<file path="config.mk">
export PLATFORM = sky130hd
export DESIGN_NAME = dup_tx_serializer_flat
export DESIGN_NICKNAME = d
export VERILOG_FILES = /design/src/rtl/dup_tx_pkg.sv /design/src/rtl/dup_tx_serializer_if.sv /design/src/rtl/dup_crc16.sv /design/src/rtl/dup_tx_serializer.sv /design/src/flat_wrapper.sv
export SDC_FILE = /design/constraint.sdc
export NUM_CORES = 1
export LEC_CHECK = 0
export CAP_MARGIN = 15
export CORE_MARGIN = 2
export CORE_UTILIZATION = 58
export CTS_CLUSTER_SIZE = 12
export DETAILED_ROUTE_END_ITERATION = 8
export HOLD_SLACK_MARGIN = 0.06
export PLACE_DENSITY = 0.79
export SLEW_MARGIN = 10
export SYNTH_ARGS = -nofsm -noshare
export SYNTH_HDL_FRONTEND = slang
export SYNTH_SLANG_ARGS = --single-unit
</file>
<file path="constraint.sdc">
create_clock -name clk -period 3 [get_ports clk]
set_clock_uncertainty 0.1 [all_clocks]
set_input_delay 0.75 -clock clk [delete_from_list [all_inputs] [get_ports clk]]
set_output_delay 0.75 -clock clk [all_outputs]
set_load 0.02 [all_outputs]
</file>
<file path="src/rtl/dup_tx_pkg.sv">
// Shared types and constants for the DUP11 bit-oriented transmitter/receiver.
package dup_tx_pkg;

    localparam int unsigned DATAW    = 8;
    localparam int unsigned CRCW     = 16;
    localparam int unsigned BITCNTW  = 4;
    localparam int unsigned ONESW    = 3;
    localparam int unsigned STUFFRUN = 5;

    localparam logic [DATAW-1:0] FLAGCHAR  = 8'h7E;
    localparam logic [DATAW-1:0] ABORTCHAR = 8'hFF;

    localparam logic [CRCW-1:0] CRCPOLY_DEF   = 16'h8408;
    localparam logic [CRCW-1:0] CRCPRESET_DEF = 16'hFFFF;

    typedef enum logic [2:0] {
        IDLE,
        FLAG,
        DATA,
        CRC,
        CLOSE,
        ABORT
    } txState_t;

endpackage

</file>
<file path="src/rtl/dup_tx_serializer_if.sv">
// TXDBUF register-file side of the transmit serializer.
interface dup_tx_serializer_if import dup_tx_pkg::*; ();

    logic             txLOAD;
    logic [DATAW-1:0] dupTXDAT;
    logic             dupTXSOM;
    logic             dupTXEOM;
    logic             dupTXABRT;
    logic             dupTXDONE;
    logic             dupTXCRC;

    modport master (
        output txLOAD, dupTXDAT, dupTXSOM, dupTXEOM, dupTXABRT,
        input  dupTXDONE, dupTXCRC
    );

    modport slave (
        input  txLOAD, dupTXDAT, dupTXSOM, dupTXEOM, dupTXABRT,
        output dupTXDONE, dupTXCRC
    );

endinterface

</file>
<file path="src/rtl/dup_crc16.sv">
// Bit-serial reflected CRC-16 with synchronous preset; shared by TX and RX.
module dup_crc16
    import dup_tx_pkg::*;
#(
    parameter logic [CRCW-1:0] POLY   = CRCPOLY_DEF,
    parameter logic [CRCW-1:0] PRESET = CRCPRESET_DEF
) (
    input  logic            clk,
    input  logic            rst,
    input  logic            init,
    input  logic            enable,
    input  logic            dataBit,
    output logic [CRCW-1:0] crc
);

    logic [CRCW-1:0] crcNxt;
    logic            feedback;

    // LSB-first shift with conditional polynomial fold; preset wins over update
    always_comb begin
        crcNxt   = crc;
        feedback = crc[0] ^ dataBit;
        if (init) begin
            crcNxt = PRESET;
        end else if (enable) begin
            crcNxt = {1'b0, crc[CRCW-1:1]} ^ (feedback ? POLY : '0);
        end
    end

    // CRC register
    always_ff @(posedge clk or posedge rst) begin
        if (rst) begin
            crc <= PRESET;
        end else begin
            crc <= crcNxt;
        end
    end

endmodule

</file>
<file path="src/rtl/dup_tx_serializer.sv">
// DUP11 HDLC/SDLC transmit serializer: flags, zero stuffing, CRC-CCITT, aborts.
module dup_tx_serializer
    import dup_tx_pkg::*;
#(
    parameter logic [CRCW-1:0] CRCPRESET = CRCPRESET_DEF,
    parameter logic [CRCW-1:0] CRCPOLY   = CRCPOLY_DEF
) (
    input  logic                clk,
    input  logic                rst,
    input  logic                dupINIT,
    input  logic                txENABLE,
    input  logic                txCLKEN,
    dup_tx_serializer_if.slave  txb,
    output logic                txSDO,
    output logic                txACTIVE,
    output logic                txUNDER
);

    txState_t            state, stateNxt;
    logic [DATAW-1:0]    shReg, shRegNxt;
    logic [BITCNTW-1:0]  bitCnt, bitCntNxt;
    logic [ONESW-1:0]    onesCnt, onesCntNxt;
    logic                sdoNxt, underNxt, activeNxt;
    logic                txDone, doneNxt;
    logic [DATAW-1:0]    pendDat, pendDatNxt;
    logic                pendSom, pendSomNxt;
    logic                pendEom, pendEomNxt;
    logic                pendAbrt, pendAbrtNxt;

    logic                crcPreset, crcEn, crcBit;
    logic [CRCW-1:0]     crcOut;
    logic                unitLast, stuffState, stuffNow, taken;
    logic [BITCNTW-1:0]  nextIdx;

    dup_crc16 #(
        .POLY   (CRCPOLY),
        .PRESET (CRCPRESET)
    ) u_crc (
        .clk     (clk),
        .rst     (rst),
        .init    (dupINIT | crcPreset),
        .enable  (crcEn),
        .dataBit (crcBit),
        .crc     (crcOut)
    );

    assign txb.dupTXDONE = txDone;
    assign txb.dupTXCRC  = crcOut[0];

    // Next-state, bit selection, stuffing and TXDBUF handshake
    always_comb begin
        stateNxt    = state;
        shRegNxt    = shReg;
        bitCntNxt   = bitCnt;
        onesCntNxt  = onesCnt;
        sdoNxt      = txSDO;
        underNxt    = 1'b0;
        doneNxt     = txDone;
        pendDatNxt  = pendDat;
        pendSomNxt  = pendSom;
        pendEomNxt  = pendEom;
        pendAbrtNxt = pendAbrt;
        crcPreset   = 1'b0;
        crcEn       = 1'b0;
        crcBit      = 1'b0;
        taken       = 1'b0;

        nextIdx    = bitCnt + BITCNTW'(1);
        unitLast   = (state == CRC) ? (bitCnt == BITCNTW'(15)) : (bitCnt == BITCNTW'(7));
        stuffState = (state == DATA) || (state == CRC);
        stuffNow   = stuffState && (onesCnt == ONESW'(STUFFRUN));

        if (txCLKEN) begin
            if (stuffNow) begin
                // inserted zero; shift register and bit counter stall
                sdoNxt = 1'b0;
            end else if ((state == IDLE) || unitLast) begin
                bitCntNxt = '0;
                if (state == CRC) begin
                    // CRC is always followed by the closing flag
                    stateNxt = CLOSE;
                    shRegNxt = FLAGCHAR;
                    sdoNxt   = FLAGCHAR[0];
                end else if (!txENABLE) begin
                    stateNxt = IDLE;
                    sdoNxt   = 1'b1;
                end else if (!txDone) begin
                    taken = 1'b1;
                    if (pendAbrt) begin
                        stateNxt = ABORT;
                        shRegNxt = ABORTCHAR;
                        sdoNxt   = ABORTCHAR[0];
                    end else if (pendEom) begin
                        stateNxt = CRC;
                        sdoNxt   = ~crcOut[0];
                    end else if (pendSom) begin
                        stateNxt  = FLAG;
                        shRegNxt  = FLAGCHAR;
                        sdoNxt    = FLAGCHAR[0];
                        crcPreset = 1'b1;
                    end else begin
                        stateNxt = DATA;
                        shRegNxt = pendDat;
                        sdoNxt   = pendDat[0];
                        crcEn    = 1'b1;
                        crcBit   = pendDat[0];
                    end
                end else begin
                    case (state)
                        FLAG: begin
                            shRegNxt = FLAGCHAR;
                            sdoNxt   = FLAGCHAR[0];
                        end
                        DATA: begin
                            stateNxt = ABORT;
                            shRegNxt = ABORTCHAR;
                            sdoNxt   = ABORTCHAR[0];
                            underNxt = 1'b1;
                        end
                        default: begin
                            stateNxt = IDLE;
                            sdoNxt   = 1'b1;
                        end
                    endcase
                end
            end else begin
                bitCntNxt = nextIdx;
                if (state == CRC) begin
                    sdoNxt = ~crcOut[nextIdx];
                end else begin
                    shRegNxt = {1'b0, shReg[DATAW-1:1]};
                    sdoNxt   = shReg[1];
                end
                if (state == DATA) begin
                    crcEn  = 1'b1;
                    crcBit = shReg[1];
                end
            end

            // ones run only tracked while stuffing applies; a run carries DATA->CRC
            if (!stuffNow && ((stateNxt == DATA) || (stateNxt == CRC)) && sdoNxt) begin
                onesCntNxt = onesCnt + ONESW'(1);
            end else begin
                onesCntNxt = '0;
            end
        end

        if (taken) begin
            doneNxt = 1'b1;
        end
        if (txb.txLOAD) begin
            doneNxt     = 1'b0;
            pendDatNxt  = txb.dupTXDAT;
            pendSomNxt  = txb.dupTXSOM;
            pendEomNxt  = txb.dupTXEOM;
            pendAbrtNxt = txb.dupTXABRT;
        end

        activeNxt = (stateNxt != IDLE);
    end

    // State and datapath registers; dupINIT behaves as a synchronous reset
    always_ff @(posedge clk or posedge rst) begin
        if (rst) begin
            state    <= IDLE;
            shReg    <= '0;
            bitCnt   <= '0;
            onesCnt  <= '0;
            txSDO    <= 1'b1;
            txUNDER  <= 1'b0;
            txACTIVE <= 1'b0;
            txDone   <= 1'b1;
            pendDat  <= '0;
            pendSom  <= 1'b0;
            pendEom  <= 1'b0;
            pendAbrt <= 1'b0;
        end else if (dupINIT) begin
            state    <= IDLE;
            shReg    <= '0;
            bitCnt   <= '0;
            onesCnt  <= '0;
            txSDO    <= 1'b1;
            txUNDER  <= 1'b0;
            txACTIVE <= 1'b0;
            txDone   <= 1'b1;
            pendDat  <= '0;
            pendSom  <= 1'b0;
            pendEom  <= 1'b0;
            pendAbrt <= 1'b0;
        end else begin
            state    <= stateNxt;
            shReg    <= shRegNxt;
            bitCnt   <= bitCntNxt;
            onesCnt  <= onesCntNxt;
            txSDO    <= sdoNxt;
            txUNDER  <= underNxt;
            txACTIVE <= activeNxt;
            txDone   <= doneNxt;
            pendDat  <= pendDatNxt;
            pendSom  <= pendSomNxt;
            pendEom  <= pendEomNxt;
            pendAbrt <= pendAbrtNxt;
        end
    end

endmodule

</file>
<file path="src/flat_wrapper.sv">
// flat-port wrapper written by rule: the top's interface ports become plain ports
module dup_tx_serializer_flat import dup_tx_pkg::*;
#(
    parameter logic [CRCW-1:0] CRCPRESET = CRCPRESET_DEF,
    parameter logic [CRCW-1:0] CRCPOLY   = CRCPOLY_DEF
)
  (clk, rst, dupINIT, txENABLE, txCLKEN, txSDO, txACTIVE, txUNDER, txb_txLOAD, txb_dupTXDAT, txb_dupTXSOM, txb_dupTXEOM, txb_dupTXABRT, txb_dupTXDONE, txb_dupTXCRC);
  dup_tx_serializer_if txb_i ();
  input  logic clk;
  input  logic rst;
  input  logic dupINIT;
  input  logic txENABLE;
  input  logic txCLKEN;
  output logic txSDO;
  output logic txACTIVE;
  output logic txUNDER;
  input wire logic [$bits(txb_i.txLOAD)-1:0] txb_txLOAD;
  input wire logic [$bits(txb_i.dupTXDAT)-1:0] txb_dupTXDAT;
  input wire logic [$bits(txb_i.dupTXSOM)-1:0] txb_dupTXSOM;
  input wire logic [$bits(txb_i.dupTXEOM)-1:0] txb_dupTXEOM;
  input wire logic [$bits(txb_i.dupTXABRT)-1:0] txb_dupTXABRT;
  output wire logic [$bits(txb_i.dupTXDONE)-1:0] txb_dupTXDONE;
  output wire logic [$bits(txb_i.dupTXCRC)-1:0] txb_dupTXCRC;
  assign txb_i.txLOAD = txb_txLOAD;
  assign txb_i.dupTXDAT = txb_dupTXDAT;
  assign txb_i.dupTXSOM = txb_dupTXSOM;
  assign txb_i.dupTXEOM = txb_dupTXEOM;
  assign txb_i.dupTXABRT = txb_dupTXABRT;
  assign txb_dupTXDONE = txb_i.dupTXDONE;
  assign txb_dupTXCRC = txb_i.dupTXCRC;
  dup_tx_serializer #(.CRCPRESET(CRCPRESET), .CRCPOLY(CRCPOLY)) u_core (.clk(clk), .rst(rst), .dupINIT(dupINIT), .txENABLE(txENABLE), .txCLKEN(txCLKEN), .txb(txb_i), .txSDO(txSDO), .txACTIVE(txACTIVE), .txUNDER(txUNDER));
endmodule
</file>
==> flow_summary.ini, run 1 <==
[outcome]
outcome = finished, final reports clean

[pwr]
swShare_pct = 26.42
p_comb_share_pct = 17.0
p_switching_mw = 0.3378
p_int_mw = 0.9410
p_seq_share_pct = 54.2
cellPowerDensity_nw_per_um2 = 406.2
p_leak_nw = 1.358
power_frac_clock_pct = 28.7
p_total_mw = 1.279
ir_worst_vdd_uv = 309.3

[layout]
antenna_cells = 0
nets = 312
drive_gt1_share_pct = 19.11
stdcell_area_um2 = 3148
area_delta_synth_final_pct = 12.72

[worst_setup_path]
end_kind = register
cp_max_fo = 16
rrSetupSlack_ps = 370
startpoint_type = register
timing_worst_setup_path_type = register to register
reg2reg_to = u_core.u_crc.crc[3]
critPathArrivalTime_ps = 2710
regToRegStartpoint = u_core.bitCnt[1]
cp.required_ps = 3080
reg2reg_depth = 6

[routing]
vias = 2162
ant_nets = 0
via_per_inst = 6.231
dr.pass1.iters = 5
drcViolationCount = 0
wl_per_cell_um = 16.62
drtIter0Drc = 160
drt_wl_total_um = 5768

[clock_network]
path_clk_slew_ps = 80
clkSinkCount = 48
postCtsSetupBuffers = 0
root_buffer = clkbuf_8
cts_resized = 0
cts_tree = built
cts_buffer_depth = 2
clk_latency_ps = 300
cts_made_buffers = 5
h-tree-depth = 2
holdBufCountCts = 0

[grt]
grtUsageMet1_pct = 32.09
grt_pass1_wl_um = 9701
met3_usage_pct = 3.978
grt_pass1_vias = 2051
grt_start_max_net_pins = 27
antenna_found_initial = 0
use_met2_pct = 36.54
grt_overflow = 0
grt.busiest_layer = met2
grtUsageTotal_pct = 22.93

[synth]
synth-seq-cells = 48
yosysTopAreaCellShare_pct = 26.88
synth-edff-count = 0
synthFlopType = dfrtp_1
synth-warning-count = 0
synth_top_cell_by_area = dfrtp_1
netlist_instances = 265
synth_seq_area_share_pct = 43.82
syn_nets = 285
synth_area_per_cell_um2 = 10.54
synthArstFlopShare_pct = 100.0
netlist_area_um2 = 2793
synth_cell_type_count = 55
synth_area_leaders = dfrtp_1 (27%), dfstp_2 (17%), mux2i_1 (11%)

[timing]
finalCritPeriodShare_pct = 87.74
finalHoldViolations = 0
period_minus_slack_ps = 2632
setup_ws_ps = 367.8
fmaxAchievable_mhz = 379.9
rsz0062_at_grt = false
tightest_slew_ps = 699.8
relSlewSlack_pct = 53.35
finalSetupViolations = 0
slew_violations = 0

[flow_run]
maxCapViolCount = 0

[placement]
detailed_place_hpwl_um = 4113
place_ws_ps = -12.31
placed_cell_area_um2 = 3055
portBuffers = 21
place_congestion = 0.9486

[worst_hold_path]
hold_class = register to register
holdPathEnd = u_core.onesCnt[2]
hold_path.startpoint = u_core.onesCnt[2]
min_delay_path_depth = 1

[die]
die_h_um = 73.39
dieWidth_um = 73.39
core_um2 = 4692
row_count = 25
start_util_pct = 59.52
ioPinCount = 22
die-area_um2 = 5386
how the worst max path moves through the flow:
stage | from | endpoint | depth (start not counted)
CTS | u_core.onesCnt[1] | u_core.u_crc.crc[12] | 7
global placement | txCLKEN | u_core.u_crc.crc[1] | 6
finish | u_core.bitCnt[1] | u_core.u_crc.crc[3] | 6
floorplan | u_core.bitCnt[1] | u_core.u_crc.crc[0] | 10
global route | u_core.bitCnt[1] | u_core.u_crc.crc[3] | 6
detailed placement | txCLKEN | u_core.u_crc.crc[8] | 6
cells in the mapped netlist, drive strengths merged (5+ instances only):
cell,instances
nand3b,5
o21ai,7
mux2i,30
dfstp,18
nand2,25
a21oi,15
nor2,21
buf,10
nand3,9
clkbuf,8
inv,7
o221ai,6
nand2b,10
xnor2,5
dfrtp,30
final cells by class:
class	instances	area, µm²
Clock inverter	1	5.005
Tap cell	54	67.56
Fill cell	407	1544
Inverter	7	26.28
Timing Repair Buffer	38	354.1
Clock buffer	7	76.32
Multi-Input combinational cell	192	1395
Sequential cell	48	1224
through the flow:
stage          cells  TNS (ps)  utilization, %  hold slack, ps
6_report         347         0           67.09           376.0
5_1_grt          347         0           67.09           395.9
4_1_cts          346         0           66.85           379.4
3_5_place_dp     338    -16.28           65.12           368.5
3_3_place_gp     338         0           65.12           366.3
2_1_floorplan    265         0               -           350.8
power by group through the flow:
| stage | Sequential (mW) | Combinational (mW) | Clock (mW) |
|---|---|---|---|
| global route | 0.697 | 0.238 | 0.407 |
| global placement | 0.705 | 0.213 | 0 |
| finish | 0.694 | 0.218 | 0.367 |
| CTS | 0.694 | 0.217 | 0.381 |
| floorplan | 0.703 | 0.146 | 0 |
| detailed placement | 0.705 | 0.217 | 0 |
kinds of logic after synthesis:
logic type	count (synthesis)	share of synthesized area, %
adders and majority gates	3	1.344
xor gates and xnor gates	6	1.882
AOI/OAI and AO/OA	54	14.96
buffers and inverters	25	6.228
and+or+nand+nor	95	17.79
muxes	34	13.98
DFF	48	43.82
critical path: stages (launching register included):
cell and delay, ps:
dfrtp_1 400, ha_1 300, nand3b_1 330, nand2b_1 310, nand2_1 230, a41oi_2 650
o211ai_1 200
placed cells by master (no fill, tap or decap), types with 7 or more instances in the layout:
| cell | n |
|---|---|
| dfstp_2 | 18 |
| nand2_1 | 25 |
| nand3_1 | 9 |
| nand2b_1 | 10 |
| mux2i_1 | 30 |
| a21oi_1 | 15 |
| clkdlybuf4s50_1 | 21 |
| buf_4 | 15 |
| o21ai_0 | 7 |
| nor2_1 | 21 |
| dfrtp_1 | 30 |
routing by layer:
layer / share of wire (%) / wire [µm] / up-vias
li1: - / - / 1023
met4: 1.5 / 85 / 0
met3: 3.9 / 224 / 11
met1: 47 / 2714 / 1079
met2: 48 / 2745 / 49
met5: 0 / 0 / -
flip-flops by register name, summed over array words and instances, names as in the netlist, 3 cells and up:
| signal | count |
|---|---|
| u_core.state | 3 |
| u_core.bitCnt | 4 |
| u_core.pendDat | 8 |
| u_core.onesCnt | 3 |
| u_core.shReg | 7 |
| u_core.u_crc.crc | 16 |
Note: power is estimated with default switching activity, not from simulation.
==> run 2, diff against run 1 <==
Settings changed: ABC_AREA set to 1, CORE_ASPECT_RATIO set to 1.5, PLACE_DENSITY 0.79 to 0.8.
==> run 2 against run 1 <==
Area after synthesis down 2.9%. Synthesized cell count grew 25%. Flip-flop and latch count unchanged. Maximum frequency up 10%. Die area fell by 2.5%. Sequential share of layout area increased by 1.4 points. Wire length fell by 1.8%. Register-to-register slack gained 450 ps. Critical path type is now register to primary output. Largest cell class is now sequential cells. Highest routed layer unchanged.
==> flow_summary.ini, run 2 <==
[outcome]
outcome = finished, final reports clean

[worst_hold_path]
holdPathEnd = u_core.shReg[6]
min_delay_path_depth = 2
hold_path.startpoint = u_core.shReg[6]
hold_class = register to register

[routing]
drcViolationCount = 0
drt_wl_total_um = 5667
ant_nets = 0
vias = 2272
wl_per_cell_um = 14.10
dr.pass1.iters = 4
drtIter0Drc = 101
via_per_inst = 5.652

[placement]
place_congestion = 0.8986
portBuffers = 21
detailed_place_hpwl_um = 4165
dp_cells = 394
placed_cell_area_um2 = 2959

[synth]
yosysTopAreaCellShare_pct = 27.69
yosys.cell_count.top_type = nand2_1
netlist_area_um2 = 2711
netlist_instances = 330
synth_seq_area_share_pct = 45.13
synthFlopType = dfrtp_1
synth_top_cell_by_area = dfrtp_1
synthArstFlopShare_pct = 100.0
synth_area_per_cell_um2 = 8.216
synth_area_leaders = dfrtp_1 (28%), dfstp_2 (17%), nand2_1 (8.4%)
syn_nets = 350
synth-edff-count = 0
synth-warning-count = 0
synth-seq-cells = 48
synth_cell_type_count = 34
ys_top_cells_by_count = nand2_1 (61), inv_1 (50), nand3_1 (43), dfrtp_1 (30), o21ai_0 (27)

[timing]
setup_tns_ps = 0
tightest_slew_ps = 671.8
rsz0062_at_grt = false
slew_violations = 0
relSlewSlack_pct = 54.87
finalCritPeriodShare_pct = 79.66
finalSetupViolations = 0
timing.hold.ws_ps = 399.6
finalHoldViolations = 0
fmaxAchievable_mhz = 418.4
period_minus_slack_ps = 2390

[clock_network]
path_clk_slew_ps = 90
cts_tree = built
h-tree-depth = 2
clkSinkCount = 48
clk_latency_ps = 310
postCtsSetupBuffers = 0
holdBufCountCts = 0
cts_resized = 0
cts_made_buffers = 5
cts_buffer_depth = 2
root_buffer = clkbuf_8

[die]
die-area_um2 = 5249
dieWidth_um = 59.83
core_um2 = 4504
ioPinCount = 22
row_count = 30
start_util_pct = 60.19
die_h_um = 87.74

[grt]
antenna_found_initial = 0
grt_overflow = 0
grt_pass1_wl_um = 10030
grt_start_max_net_pins = 49
grtUsageTotal_pct = 24.98
grt_pass1_vias = 2306

[pwr]
ir_worst_vdd_uv = 334.8
swShare_pct = 30.90
p_switching_mw = 0.4336
p_leak_nw = 1.418
cellPowerDensity_nw_per_um2 = 461.5
p_int_mw = 0.9696
p_comb_share_pct = 21.0
power_frac_clock_pct = 26.7
p_seq_share_pct = 52.3

[worst_setup_path]
rrSetupSlack_ps = 820
critPathArrivalTime_ps = 1540
crit_start = u_core.txb.dupTXDONE
reg2reg_depth = 12
reg2reg_to = u_core.u_crc.crc[10]
regToRegStartpoint = u_core.state[2]
path_cells = clkdlybuf4s50_1
end_kind = primary output
cp_max_fo = 8
slowest_stage = clkdlybuf4s50_1
critical-path-top-delay-family = buffers and inverters
timing_worst_setup_path_type = register to primary output
cp.required_ps = 2150
crit_buf_inv = 1
startpoint_type = register
slowest_delay_ps = 630

[layout]
final_cell_mix = nand2_1 (61), inv_1 (49), nand3_1 (43)
fillers = 370
antenna_cells = 0
largest_register_ff_count = 16
top_regs = u_core.u_crc.crc: 16 flops, u_core.pendDat: 8 flops, u_core.shReg: 7 flops
regMostFlops = u_core.u_crc.crc
area_delta_synth_final_pct = 12.14
nets = 373
drive_gt1_share_pct = 14.41
stdcell_area_um2 = 3040
final_cells = 402
layout_commonest_cell = nand2_1

[flow_run]
maxCapViolCount = 0
## run 2: kinds of logic (layout without fill, tap and decap cells)
kind of cell               count (synthesis)  count (layout)  share of synthesized area [%]
AOI/OAI and AO/OA                         69              69                          16.11
xor gates and xnor gates                   1               1                         0.3231
adders and majority gates                  3               3                          1.385
DFF                                       48              48                          45.13
buffers and inverters                     62              86                          10.01
and+or+nand+nor                          147             147                          27.04
## run 2: worst max path at each step
stage                     slack (ps)                   end  depth (start not counted)
after detailed placement         350  u_core.u_crc.crc[10]                         10
after global placement           450  u_core.u_crc.crc[10]                         10
after floorplan                 1040      u_core.bitCnt[0]                          1
after global routing             480  u_core.u_crc.crc[10]                         10
after CTS                        610         txb_dupTXDONE                          1
final                            610         txb_dupTXDONE                          1
## run 2: routing by layer
layer	track usage [%]	share of wire [%]
met1	29.93	42
met2	42.29	52
met3	4.284	3.1
met4	12.32	3.1
met5	0	0
## run 2: metrics by stage
stage	utilization (%)	setup slack (ps)	total power [mW]
global placement	65.69	447.8	1.029
finish	67.50	610.2	1.403
floorplan	-	1035	0.9585
CTS	67.50	608.6	1.410
global route	67.50	484.0	1.475
detailed placement	65.69	348.8	1.038
## run 2: power groups by stage
stage,Sequential [mW],Clock (mW),Combinational (mW)
6_report,0.734,0.374,0.295
5_1_grt,0.738,0.403,0.333
4_1_cts,0.734,0.381,0.295
3_5_place_dp,0.745,0,0.293
3_3_place_gp,0.744,0,0.285
2_1_floorplan,0.741,0,0.217
## run 2: area by class of cell
type	instances	area, µm²	area share (%)
Sequential cell	48	1224	40.25
Multi-Input combinational cell	220	1216	40.00
Timing Repair Buffer	25	252.7	8.313
Inverter	53	206.4	6.790
Clock buffer	7	76.32	2.510
Tap cell	48	60.06	1.975
Clock inverter	1	5.005	0.1646
